### src/rtl/sign_extend_unit_if.sv
`default_nettype none
// ------------------------------------------------------------------
// sign_extend_unit_if : field/result bundle for sign_extend_unit
// Revision 1.0
// ------------------------------------------------------------------
interface sign_extend_unit_if #(
  parameter int IN_W  = 4,
  parameter int OUT_W = 8
);
  logic [IN_W-1:0]  in;
  logic             zero_ext;
  logic             in_valid;
  logic [OUT_W-1:0] out;
  logic             is_neg;
  logic [OUT_W-1:0] out_q;
  logic             out_valid;

  modport master (
    output in, zero_ext, in_valid,
    input  out, is_neg, out_q, out_valid
  );

  modport slave (
    input  in, zero_ext, in_valid,
    output out, is_neg, out_q, out_valid
  );
endinterface
`default_nettype wire

### src/rtl/sign_extend_unit.sv
`default_nettype none
// ------------------------------------------------------------------
// sign_extend_unit : IN_W -> OUT_W sign/zero extension, comb + registered
// Revision 1.0
// ------------------------------------------------------------------
module sign_extend_unit #(
  parameter int IN_W  = 4,
  parameter int OUT_W = 8
) (
  input  logic              clk,
  input  logic              rst,
  sign_extend_unit_if.slave bus
);
  logic             w_fill;
  logic [OUT_W-1:0] w_ext;
  logic [OUT_W-1:0] r_out_q;
  logic             r_out_valid;

  // Fill bit doubles as the negative flag: only a sign-extended MSB of 1 is negative.
  assign w_fill = bus.in[IN_W-1] & ~bus.zero_ext;

  generate
    if (OUT_W == IN_W) begin : g_pass
      assign w_ext = bus.in;
    end else begin : g_ext
      assign w_ext = {{(OUT_W-IN_W){w_fill}}, bus.in};
    end
  endgenerate

  always_ff @(posedge clk) begin
    if (rst) begin
      r_out_q     <= '0;
      r_out_valid <= 1'b0;
    end else begin
      r_out_valid <= bus.in_valid;
      if (bus.in_valid) begin
        r_out_q <= w_ext;
      end
    end
  end

  assign bus.out       = w_ext;
  assign bus.is_neg    = w_fill;
  assign bus.out_q     = r_out_q;
  assign bus.out_valid = r_out_valid;
endmodule
`default_nettype wire

### src/flat_wrapper.sv
// flat-port wrapper written by rule: the top's interface ports become plain ports
module sign_extend_unit_flat 
#(
  parameter int IN_W  = 4,
  parameter int OUT_W = 8
)
  (clk, rst, bus_in, bus_zero_ext, bus_in_valid, bus_out, bus_is_neg, bus_out_q, bus_out_valid);
  sign_extend_unit_if #(.IN_W(IN_W), .OUT_W(OUT_W)) bus_i ();
  input  logic clk;
  input  logic rst;
  input wire logic [$bits(bus_i.in)-1:0] bus_in;
  input wire logic [$bits(bus_i.zero_ext)-1:0] bus_zero_ext;
  input wire logic [$bits(bus_i.in_valid)-1:0] bus_in_valid;
  output wire logic [$bits(bus_i.out)-1:0] bus_out;
  output wire logic [$bits(bus_i.is_neg)-1:0] bus_is_neg;
  output wire logic [$bits(bus_i.out_q)-1:0] bus_out_q;
  output wire logic [$bits(bus_i.out_valid)-1:0] bus_out_valid;
  assign bus_i.in = bus_in;
  assign bus_i.zero_ext = bus_zero_ext;
  assign bus_i.in_valid = bus_in_valid;
  assign bus_out = bus_i.out;
  assign bus_is_neg = bus_i.is_neg;
  assign bus_out_q = bus_i.out_q;
  assign bus_out_valid = bus_i.out_valid;
  sign_extend_unit #(.IN_W(IN_W), .OUT_W(OUT_W)) u_core (.clk(clk), .rst(rst), .bus(bus_i));
endmodule
### config.mk
export PLATFORM = sky130hd
export DESIGN_NAME = sign_extend_unit_flat
export DESIGN_NICKNAME = d
export VERILOG_FILES = /design/src/rtl/sign_extend_unit_if.sv /design/src/rtl/sign_extend_unit.sv /design/src/flat_wrapper.sv
export SDC_FILE = /design/constraint.sdc
export NUM_CORES = 1
export LEC_CHECK = 0
export CORE_AREA = 3 3 40 42
export DETAILED_ROUTE_END_ITERATION = 8
export DIE_AREA = 0 0 43 45
export DONT_BUFFER_PORTS = 1
export GPL_TIMING_DRIVEN = 1
export PLACE_DENSITY_LB_ADDON = 0.3
export SETUP_SLACK_MARGIN = 0.2
export SLEW_MARGIN = 30
export SYNTH_ARGS = -nofsm -noshare
export SYNTH_HDL_FRONTEND = slang
export SYNTH_SLANG_ARGS = --single-unit
### constraint.sdc
create_clock -name clk -period 2.1 [get_ports clk]
set_input_delay 0.105 -clock clk [delete_from_list [all_inputs] [get_ports clk]]
set_output_delay 0.105 -clock clk [all_outputs]
set_load 0.01 [all_outputs]
Word-level counts from Yosys, hierarchy flattened
Index checks and enable logic that the tools add are counted.
{ "word_totals": {"in_bits": 8, "output_inout_bits": 18, "wordCells": 4, "ff_bits": 6} }
{ "op_classes": {"n_bitwise": 2} }
{ "op_table": {"columns": ["op", "n"], "rows": [
  ["1-bit bitwise AND", 1],
  ["1-bit NOT", 1]
]} }

Logic depth before layout (Yosys ltp)
Gate-level depths: netlist of run 1.
{ "depth": {"word_depth": 2, "mapped_depth": 3, "depth_no_buf": 2} }

Worst setup path before layout of run 1
OpenSTA, ideal clock, no wires.
{ "synth_path": {"kind": "in2out", "startpoint": "input bus_in[3]", "endpoint": "output bus_out[4]", "required_time_ps": 1995, "arrival_ps": 666, "slack_ps": 1329, "stages": 2, "path_buffers": 1, "cell_sequence": "nor2b_1 -> buf_4"} }
{ "synth_via": {"elab_chain_len": 1} }
{ "synth_lines": {"columns": ["item", "line_no", "source"], "rows": [
  ["from (decl)", "flat_wrapper.sv:11", "input wire logic [$bits(bus_i.in)-1:0] bus_in;"],
  ["1-bit bitwise AND", "sign_extend_unit.sv:20", "assign w_fill = bus.in[IN_W-1] & ~bus.zero_ext;"],
  ["to (decl)", "flat_wrapper.sv:14", "output wire logic [$bits(bus_i.out)-1:0] bus_out;"]
]} }
Every way passes these cells.

==> flow_metrics.py, run 1 <==
metrics = {
    "run_status": {
        "outcome": "complete, no violations",
    },
    "layout": {
        "finalNetCount": 33,
        "nFillCells": 144,
        "mostFrequentLayoutCells": "dfxtp_1, mux2i_1, nor2_1",
        "area_growth_pct": -11.5,
        "multi_input_area_um2": 90.1,
        "antenna_cells": 0,
        "finish.utilization": 0.209,
        "final_common_cell": "dfxtp_1",
        "drive_gt1_frac": 0.217,
        "seq_area_um2": 120,
    },
    "placed_design": {
        "portBuffers": 0,
        "place_congestion": 0.616,
    },
    "floorplanning": {
        "die_y_um": 45,
        "dieArea_um2": 1940,
        "initial_utilization": 0.237,
        "core-area_um2": 1280,
        "die_width_um": 43,
        "ios": 26,
        "rows": 13,
    },
    "global_route": {
        "grt_pass1_wl_um": 703,
        "grt_overflow": 0,
        "grt_max_degree": 7,
        "track_usage": 0.0542,
        "antenna_found_initial": 0,
        "grt_pass1_vias": 166,
    },
    "clock_tree": {
        "path_clk_slew_ns": 0.04,
        "clock-sinks": 6,
        "cts_max_level": 1,
        "clockBufferDepth": 2,
        "insertion_delay_ns": 0.23,
        "cts_buffers": 3,
        "root_buffer": "clkbuf_4",
        "post-cts-setup-buffers": 0,
        "cts_tree": "yes",
    },
    "timing": {
        "skew_ns": 0,
        "finalCritPeriodShare": 0.462,
        "drv_slew": 0,
        "finalHoldViolCount": 0,
        "fmaxAchievable_mhz": 1030,
        "rsz0062_at_grt": "false",
        "slew_headroom": 0.717,
        "tightest_slew_ns": 0.425,
        "setup_viol": 0,
        "finalSetupTns_ns": 0,
        "fin_crit_ns": 0.970,
    },
    "pwr": {
        "ir_worst_vdd_uv": 200,
        "p_leak_uw": 0.000124,
        "powerDensity_nw_per_um2": 931,
    },
    "logic_synthesis": {
        "syn_area_um2": 304,
        "ys_seq_area_frac": 0.395,
        "syn_nets": 38,
        "synth_cell_type_count": 9,
        "yosys.area.top_type_share": 0.395,
        "synth.area.top_cells": "dfxtp_1, buf_4, mux2i_1, nor2_1, nor2b_4",
        "yosys_warnings": 0,
        "synthCells": 30,
        "synth-seq-cells": 6,
        "synth_largest_area_cell": "dfxtp_1",
        "avgSynthCellArea_um2": 10.1,
    },
    "flow_run": {
        "maxCapViolations": 0,
    },
    "route": {
        "first_pass_iters": 4,
        "drtAntennaViolNets": 0,
        "drt_iter0_markers": 3,
        "vias": 150,
        "drc_errors": 0,
        "wirelength_um": 471,
        "wire_per_inst_um": 12.4,
        "avgViaCountPerCell": 3.95,
    },
    "setup_path": {
        "critPathMaxFanout": 5,
        "critical_path_class": "reg -> reg",
        "crit_required_ns": 2.28,
        "r2r_setup_slack_ns": 1.13,
        "critPathArrivalTime_ns": 1.15,
        "end_kind": "flop",
        "startpoint_type": "flop",
    },
    "worst_hold_path": {
        "hold_path.class": "in -> reg",
    },
}
[cells in the mapped netlist]
master,count
buf_4,11
dfxtp_1,6
mux2i_1,4
nor2_1,4
a21o_1,1
buf_6,1
nor2b_1,1
nor2b_4,1
nor3b_1,1
[final timing paths]
path	start	to	depth (start not counted)
worst min-delay path	bus_in_valid	u_core.bus.out_valid	1
worst max register to register	u_core.bus.out_q[4]	u_core.bus.out_q[4]	2
worst max-delay path	u_core.bus.out_q[4]	u_core.bus.out_q[4]	2
worst min register to register	u_core.bus.out_q[1]	u_core.bus.out_q[1]	2
[area by class of cell]
cell class	count	share of cell area
well taps	15	0.0698
clock buffers	3	0.0837
multi-input cells	12	0.335
flip-flops and latches	6	0.447
repair buffers	2	0.0651
[registers in the layout, summed over array words and instances, names as in the netlist]
register              flops
u_core.bus.out_valid      1
u_core.bus.out_q          5
[metal layers]
layer / track usage / share of wire
met4: 0.0542 / 0
met2: 0.0928 / 0.64
met1: 0.0412 / 0.28
met5: 0 / 0
met3: 0.0319 / 0.083
[power by group]
| group | internal [µW] | switching (µW) | leakage, µW |
|---|---|---|---|
| registers | 121 | 8.59 | 0.0000495 |
| clock network | 64.4 | 37.6 | 0.0000138 |
| logic | 9.90 | 9.23 | 0.0000611 |
[through the flow]
stage	instance area [µm²]	hold WS (ns)	cells	power (µW)	worst slack [ns]
global placement	236	0.175	34	147	1.15
CTS	269	0.0123	38	256	1.12
detailed placement	236	0.177	34	148	1.13
finish	269	0.0179	38	250	1.13
global route	269	0.0153	38	261	1.04
floorplan	304	0.173	30	164	1.33
[worst max-delay path, stage by stage, from the launching register on]
cell and delay, ns:
dfxtp_1 0.57, nor3b_1 0.24, a21o_1 0.10
[kinds of logic after synthesis]
| family | Yosys count | synth area share |
|---|---|---|
| flops | 6 | 0.395 |
| buf+inv | 12 | 0.309 |
| compound gates | 1 | 0.0247 |
| mux | 4 | 0.132 |
| simple gates | 7 | 0.140 |
[what timing repair did]
action                    in CTS  in global routing
hold buffers                   1                  0
hold endpoints to repair       5                  0
gates resized for setup        0                  0
No activity file was read; power rests on OpenSTA's default activity.
==> run 2: changes to the inputs <==
- clock period: 2.1 -> 1 ns (I/O delays scaled with it)
==> flow_metrics.py, run 2 (synthesized netlist as in run 1, its figures left out) <==
metrics = {
    "run_status": {
        "outcome": "finished, violations left",
        "violations": "hold timing",
    },
    "layout": {
        "antenna_cells": 0,
        "drive_gt1_frac": 0.241,
        "mostFrequentLayoutCells": "dlygate4sd3_1, dfxtp_1, mux2i_1, nor2_1, clkbuf_4",
        "final_common_cell": "dlygate4sd3_1",
        "fin_area_um2": 332,
        "largest_reg_flops": 5,
        "area_growth_pct": 9.05,
        "finalNetCount": 39,
    },
    "route": {
        "drt_iter0_markers": 0,
        "vias": 168,
        "avgViaCountPerCell": 3.82,
        "wirelength_um": 500,
        "drc_errors": 0,
        "drtAntennaViolNets": 0,
        "wire_per_inst_um": 11.4,
        "first_pass_iters": 1,
    },
    "clock_tree": {
        "cts_tree": "yes",
        "insertion_delay_ns": 0.23,
        "clock-sinks": 6,
        "hold_buffers": 6,
        "clockBufferDepth": 2,
        "cts_buffers": 3,
        "path_clk_slew_ns": 0.04,
        "cts_max_level": 1,
        "root_buffer": "clkbuf_4",
        "post-cts-setup-buffers": 0,
    },
    "setup_path": {
        "r2r-start": "u_core.bus.out_q[4]",
        "crit_buf_inv": 1,
        "cp_slowest_cell": "dfxtp_2",
        "crit_family": "flip-flops",
        "path_cells": "buf_6",
        "crit_required_ns": 0.95,
        "critPathArrivalTime_ns": 0.70,
        "startpoint": "u_core.bus.out_q[4]",
        "startpoint_type": "flop",
        "cp_slowest_stage_delay_ns": 0.32,
        "end_kind": "output port",
        "critPathMaxFanout": 4,
        "critical_path_class": "reg -> out",
    },
    "floorplanning": {
        "core-area_um2": 1280,
        "initial_utilization": 0.237,
        "ios": 26,
        "die_width_um": 43,
        "rows": 13,
        "dieArea_um2": 1940,
        "die_y_um": 45,
    },
    "timing": {
        "slew_headroom": 0.911,
        "fin_crit_ns": 0.750,
        "tightest_slew_ns": 0.130,
        "skew_ns": 0,
        "finalSetupTns_ns": 0,
        "fmaxAchievable_mhz": 1330,
        "finalHoldViolCount": 3,
        "whs_ns": -0.0300,
        "rsz0062_at_grt": "false",
        "finalCritPeriodShare": 0.750,
        "drv_slew": 0,
        "setup_viol": 0,
    },
    "placed_design": {
        "placement.cell_area_um2": 244,
        "portBuffers": 0,
        "place_congestion": 0.616,
    },
    "pwr": {
        "ir_worst_vdd_uv": 492,
        "totalPowerFinal_uw": 544,
        "powerDensity_nw_per_um2": 1640,
        "p_leak_uw": 0.000153,
    },
    "global_route": {
        "grt_pass1_vias": 176,
        "antenna_found_initial": 0,
        "grt_max_degree": 7,
        "grt_overflow": 0,
        "grt_pass1_wl_um": 800,
        "track_usage": 0.0592,
    },
    "worst_hold_path": {
        "hold_path.class": "in -> reg",
        "hp-start": "bus_in_valid",
    },
    "flow_run": {
        "maxCapViolations": 0,
    },
}
## run 2: stage by stage
stage	hold WS [ns]	setup slack [ns]	utilization	std cells
2_1_floorplan	0.118	0.261	-	30
3_3_place_gp	0.100	0.337	0.190	35
3_5_place_dp	0.100	0.317	0.190	35
4_1_cts	-0.0350	0.211	0.257	44
5_1_grt	-0.0240	0.214	0.258	44
6_report	-0.0300	0.250	0.258	44
## run 2: where the power goes
group | leakage (µW) | total [µW] | switching (µW) | internal (µW)
combinational | 0.0000895 | 62.5 | 25.9 | 36.6
sequential | 0.0000500 | 268 | 13.9 | 254
clock | 0.0000138 | 214 | 78.4 | 135
total | 0.000153 | 544 | 118 | 426
## run 2: what timing repair did
action	4_1_cts	5_1_grt
hold endpoints to repair	5	3
endpoints found under the setup margin	4	4
resized for setup	1	1
## run 2: final cells by class
cell class | instances | area, µm²
Fill cell | 138 | 953
Sequential cell | 6 | 121
Multi-Input combinational cell | 12 | 90.1
Timing Repair Buffer | 8 | 78.8
Clock buffer | 3 | 22.5
Tap cell | 15 | 18.8
## run 2: path summary, 6_finish.rpt
path / slack (ns) / endpoint / cells past startpoint
worst max-delay path: 0.25 / bus_out_q[5] / 1
worst min register to register: 0.56 / u_core.bus.out_q[3] / 2
worst max register to register: 0.31 / u_core.bus.out_q[4] / 2
worst min-delay path: -0.03 / u_core.bus.out_q[0] / 2
## run 2: layer usage
metal / share of wire / routed length, µm / GRT usage / vias to the layer above
li1: - / - / - / 83
met1: 0.29 / 144 / 0.0533 / 79
met2: 0.65 / 325 / 0.0988 / 6
met3: 0.062 / 31 / 0.0279 / 0
met4: 0 / 0 / 0.0542 / 0
met5: 0 / 0 / 0 / -
